==> src/rtl/fitness_pkg.sv <==
// Shared types and sizing helpers for the serial fitness evaluator.
package fitness_pkg;

  typedef enum logic [1:0] {
    IDLE,
    WAIT,
    SAMPLE,
    DONE
  } fit_state_t;

  function automatic int fit_width(input int in_w, input int out_w);
    return $clog2((2 ** in_w) * out_w + 1);
  endfunction

endpackage

==> src/rtl/match_count.sv <==
// Counts output bits of the candidate circuit that agree with the
// target slice for the current input vector.
module match_count #(
  parameter  int OUT = 1,
  localparam int MW  = $clog2(OUT + 1)
) (
  input  logic [OUT-1:0] circ_out_i,
  input  logic [OUT-1:0] tgt_i,
  output logic [MW-1:0]  hits_o
);

  logic [OUT-1:0] eq;

  assign eq = ~(circ_out_i ^ tgt_i);

  always_comb begin
    hits_o = '0;
    for (int k = 0; k < OUT; k++) begin
      hits_o = hits_o + MW'(eq[k]);
    end
  end

endmodule

==> src/rtl/fitness_eval.sv <==
// Sweeps every input vector of the candidate circuit, waits for it to
// settle, and accumulates the number of output bits matching the target.
module fitness_eval
  import fitness_pkg::*;
#(
  parameter  int IN     = 2,
  parameter  int OUT    = 1,
  parameter  int SETTLE = 2,
  localparam int FW     = fit_width(IN, OUT)
) (
  input  logic                  clk,
  input  logic                  rst_n,
  input  logic                  start,
  input  logic [(2**IN)*OUT-1:0] target,
  output logic [IN-1:0]         circ_inp,
  input  logic [OUT-1:0]        circ_out,
  output logic                  busy,
  output logic                  done,
  output logic [FW-1:0]         fitness,
  output logic                  perfect
);

  localparam int NV = 2 ** IN;
  localparam int NB = NV * OUT;
  localparam int MW = $clog2(OUT + 1);
  localparam int CW = (SETTLE > 1) ? $clog2(SETTLE) : 1;

  localparam logic [CW-1:0] CNT_LOAD = CW'(SETTLE - 1);
  localparam logic [IN-1:0] VEC_LAST = IN'(NV - 1);
  localparam logic [FW-1:0] FIT_MAX  = FW'(NB);

  fit_state_t state_q, state_d;
  logic [IN-1:0] vec_q, vec_d;
  logic [CW-1:0] cnt_q, cnt_d;
  logic [FW-1:0] fit_q, fit_d;
  logic [OUT-1:0] tgt_sl;
  logic [MW-1:0] hits;

  assign tgt_sl = target[OUT*int'(vec_q) +: OUT];

  match_count #(
    .OUT (OUT)
  ) u_match (
    .circ_out_i (circ_out),
    .tgt_i      (tgt_sl),
    .hits_o     (hits)
  );

  always_ff @(posedge clk or negedge rst_n) begin
    if (!rst_n) begin
      state_q <= IDLE;
      vec_q   <= '0;
      cnt_q   <= '0;
      fit_q   <= '0;
    end else begin
      state_q <= state_d;
      vec_q   <= vec_d;
      cnt_q   <= cnt_d;
      fit_q   <= fit_d;
    end
  end

  always_comb begin
    state_d = state_q;
    vec_d   = vec_q;
    cnt_d   = cnt_q;
    fit_d   = fit_q;
    unique case (state_q)
      IDLE, DONE: begin
        if (start) begin
          state_d = WAIT;
          vec_d   = '0;
          fit_d   = '0;
          cnt_d   = CNT_LOAD;
        end
      end
      WAIT: begin
        if (cnt_q == '0) begin
          state_d = SAMPLE;
        end else begin
          cnt_d = cnt_q - CW'(1);
        end
      end
      SAMPLE: begin
        fit_d = fit_q + FW'(hits);
        // last-vector test precedes the increment, so vec never wraps
        if (vec_q == VEC_LAST) begin
          state_d = DONE;
        end else begin
          state_d = WAIT;
          vec_d   = vec_q + IN'(1);
          cnt_d   = CNT_LOAD;
        end
      end
      default: state_d = IDLE;
    endcase
  end

  assign circ_inp = vec_q;
  assign fitness  = fit_q;
  assign busy     = (state_q == WAIT) || (state_q == SAMPLE);
  assign done     = (state_q == DONE);
  assign perfect  = done && (fit_q == FIT_MAX);

endmodule

==> config.mk <==
export PLATFORM = sky130hd
export DESIGN_NAME = fitness_eval
export DESIGN_NICKNAME = d
export VERILOG_FILES = /design/src/rtl/fitness_pkg.sv /design/src/rtl/match_count.sv /design/src/rtl/fitness_eval.sv
export SDC_FILE = /design/constraint.sdc
export NUM_CORES = 1
export LEC_CHECK = 0
export BUFFER_PORTS_ARGS = -buffer_cell sky130_fd_sc_hd__buf_2
export CORE_UTILIZATION = 40
export DETAILED_ROUTE_END_ITERATION = 16
export GPL_TIMING_DRIVEN = 1
export HOLD_SLACK_MARGIN = 0.15
export PLACE_DENSITY_LB_ADDON = 0.08
export SYNTH_ARGS = -nofsm -noshare
export SYNTH_HDL_FRONTEND = slang
export SYNTH_HIERARCHICAL = 1
export SYNTH_SLANG_ARGS = --single-unit
==> constraint.sdc <==
create_clock -name clk -period 1.7 [get_ports clk]
set_input_delay 0.34 -clock clk [delete_from_list [all_inputs] [get_ports clk]]
set_output_delay 0.34 -clock clk [all_outputs]
set_load 0.005 [all_outputs]
==> results.py <==
metrics = {
    "die": {
        "pin_count": 16,
        "fp.dieH_um": 40.5,
        "num_rows": 13,
        "die_w_um": 40.5,
        "dieArea_mm2": 0.00164,
        "initial_core_util": 0.444,
        "core_area_mm2": 0.00133,
    },
    "global_routing": {
        "grt-ovfl-total": 0,
        "grt_pass1_vias": 399,
        "grt_max_degree": 13,
        "grt_use_total": 0.156,
        "antenna_found_initial": 0,
        "grt_pass1_wl_um": 1630,
    },
    "timing": {
        "finalCritPeriodShare": 1.06,
        "worstMarginPinSlew_ns": 0.482,
        "drv_slew": 0,
        "rsz0062_at_grt": "true",
        "fmax_ghz": 0.553,
        "skew_ns": 0.00408,
        "finalSetupViolations": 2,
        "fin_ws_ns": -0.108,
        "hold_violations": 0,
        "slew-limit-headroom": 0.678,
        "layout_min_cycle_time_ns": 1.81,
    },
    "route": {
        "first_pass_iters": 4,
        "drc_errors": 0,
        "drtAntennaViolNets": 0,
        "finalWirelength_um": 1130,
        "wl_per_cell_um": 12.5,
        "viasPerCell": 5.33,
        "num_vias": 485,
        "dr.first_iter.drc_count": 6,
    },
    "pwr": {
        "p_clk_frac": 0.123,
        "power_density_mw_per_mm2": 1610,
        "p_sw_frac": 0.395,
        "internal-power_uw": 740,
        "p_comb_frac": 0.601,
        "leakagePower_nw": 0.371,
        "irDropWorstVdd_v": 0.000673,
        "seqPwrFrac": 0.276,
        "p_switching_uw": 483,
    },
    "placed_design": {
        "routabilityCongestion": 0.608,
        "place_area_um2": 701,
        "dp_cells": 87,
        "io_buffers": 15,
        "dp_hpwl_um": 866,
    },
    "synthesis": {
        "yosysTopAreaCellShare": 0.338,
        "synth-simple-area-share": 0.171,
        "ys_top_cells_by_area": "dfrtp_1 (34%), ha_1 (13%), o21ai_0 (4.2%), buf_6 (3.8%), mux4_2 (3.8%)",
        "yosysMostFrequentCell": "dfrtp_1",
        "synth_seq_cells": 8,
        "synth_top_family_by_area": "compound AO/OA/AOI/OAI gates",
        "synth_adder_area_share": 0.127,
        "yosysSeqAreaShare": 0.338,
        "synthTopCellsByCount": "dfrtp_1 (8), ha_1 (6), o21ai_0 (5)",
        "ys_warn_count": 6,
        "synth_nets": 70,
        "synth_xor_area_frac": 0.0148,
        "synthMuxAreaShare": 0.0909,
        "async_reset_ff_frac": 1.00,
        "synth_cell_types": 30,
        "synth_area_leader_cell": "dfrtp_1",
        "syn_inst": 56,
        "synth_ff_type": "dfrtp_1",
        "synth_edf_count": 0,
        "synth_compound_area_frac": 0.195,
        "syn_area_per_cell_um2": 10.6,
        "synth_area_um2": 592,
    },
    "cts": {
        "cts_root_buf": "clkbuf_4",
        "clock_latency_ns": 0.25,
        "cts_tree": "done",
        "path_clk_slew_ns": 0.06,
        "cts-buffers-inserted": 3,
        "h-tree-depth": 1,
        "clkSinkCount": 8,
        "cts_max_path_buffers": 2,
    },
    "cells_and_area": {
        "fin_area_um2": 758,
        "diodes": 0,
        "fillers": 123,
        "drive_above_1_share": 0.434,
        "fin_util": 0.568,
        "layout.cells.non_filler": 91,
        "syn_to_final_growth_pct": 28.1,
        "finalNetCount": 92,
    },
    "worst_setup_path": {
        "r2r_slack_ns": -0.11,
        "cp-end-kind": "flop",
        "critPathRequiredTime_ns": 1.84,
        "worstPathMaxFanout": 2,
        "crit_arrival_ns": 1.95,
        "critPathKind": "reg2reg",
        "worstSetupStartpointType": "flop",
    },
    "run_status": {
        "status": "finished, violations left",
        "failed_checks": "negative setup slack",
    },
    "min_path": {
        "hp-class": "in2reg",
    },
    "run": {
        "maxCapViolCount": 0,
    },
}
==> critical path: stages (launching register included) <==
cell and delay (ns):
dfrtp_1 0.37, mux4_2 0.53, xnor2_2 0.16, ha_4 0.17, ha_4 0.21, a32oi_1 0.17, o21ai_1 0.08
==> power groups by stage <==
stage / Combinational (mW) / Sequential [mW] / Clock [mW]
finish: 0.735 / 0.338 / 0.151
global route: 0.818 / 0.350 / 0.169
CTS: 0.716 / 0.338 / 0.158
detailed placement: 0.696 / 0.340 / 0
global placement: 0.692 / 0.339 / 0
floorplan: 0.511 / 0.345 / 0
==> layout make-up <==
class	instances	area (um2)	area share
inverters	4	15.0	0.0198
multi-input cells	42	394	0.520
well taps	15	18.8	0.0248
flip-flops and latches	8	200	0.264
repair buffers	19	108	0.142
clock buffers	3	22.5	0.0297
==> worst paths after layout <==
kind / startpoint / endpoint / cells past startpoint
max in group asynchronous: rst_n / state_q[0] / 2
setup / recovery: circ_inp[0] / fitness[1] / 6
setup reg to reg: circ_inp[0] / fitness[1] / 6
min in group asynchronous: rst_n / fitness[1] / 2
hold / removal: start / circ_inp[1] / 3
hold reg to reg: cnt_q / state_q[0] / 2
==> repair_timing <==
item,in CTS,in global routing
pin swaps,3,2
resized for setup,2,2
hold buffers,1,0
hold endpoints to repair,8,0
setup endpoints to repair,3,3
buffers inserted,0,0
==> placed cells by master (no fill, tap or decap), drive strengths merged, types with 3 or more instances in the layout <==
cell and instances:
a21oi 4, buf 18, clkbuf 3, dfrtp 8, ha 6, inv 4
nand2 3, o21ai 6
==> stage by stage <==
stage / TNS [ns] / power (mW) / worst slack, ns / hold slack, ns
after floorplan: -0.348 / 0.856 / -0.164 / 0.0444
after global placement: -0.330 / 1.03 / -0.155 / 0.201
after detailed placement: -0.392 / 1.04 / -0.178 / 0.200
after CTS: -0.326 / 1.21 / -0.161 / 0.446
after global routing: -0.355 / 1.34 / -0.167 / 0.464
final: -0.187 / 1.22 / -0.108 / 0.446
==> routing by layer <==
metal,track usage,vias up,share of wire
li1,-,250,-
met1,0.179,224,0.48
met2,0.258,11,0.48
met3,0.0333,0,0.044
met4,0.100,0,0
met5,0,-,0
==> flip-flops by register name (all words and copies together), names as in the netlist <==
register  flops
fitness       3
circ_inp      2
cnt_q         1
state_q       2
==> logic make-up after synthesis <==
| group | after synthesis |
|---|---|
| AND/OR/NAND/NOR | 13 |
| flip-flops | 8 |
| XOR/XNOR | 1 |
| AO/OA/AOI/OAI | 18 |
| multiplexers | 4 |
| adder cells (fa/ha/maj) | 6 |
| buffers and inverters | 6 |
No activity file was read; power rests on OpenSTA's default activity.
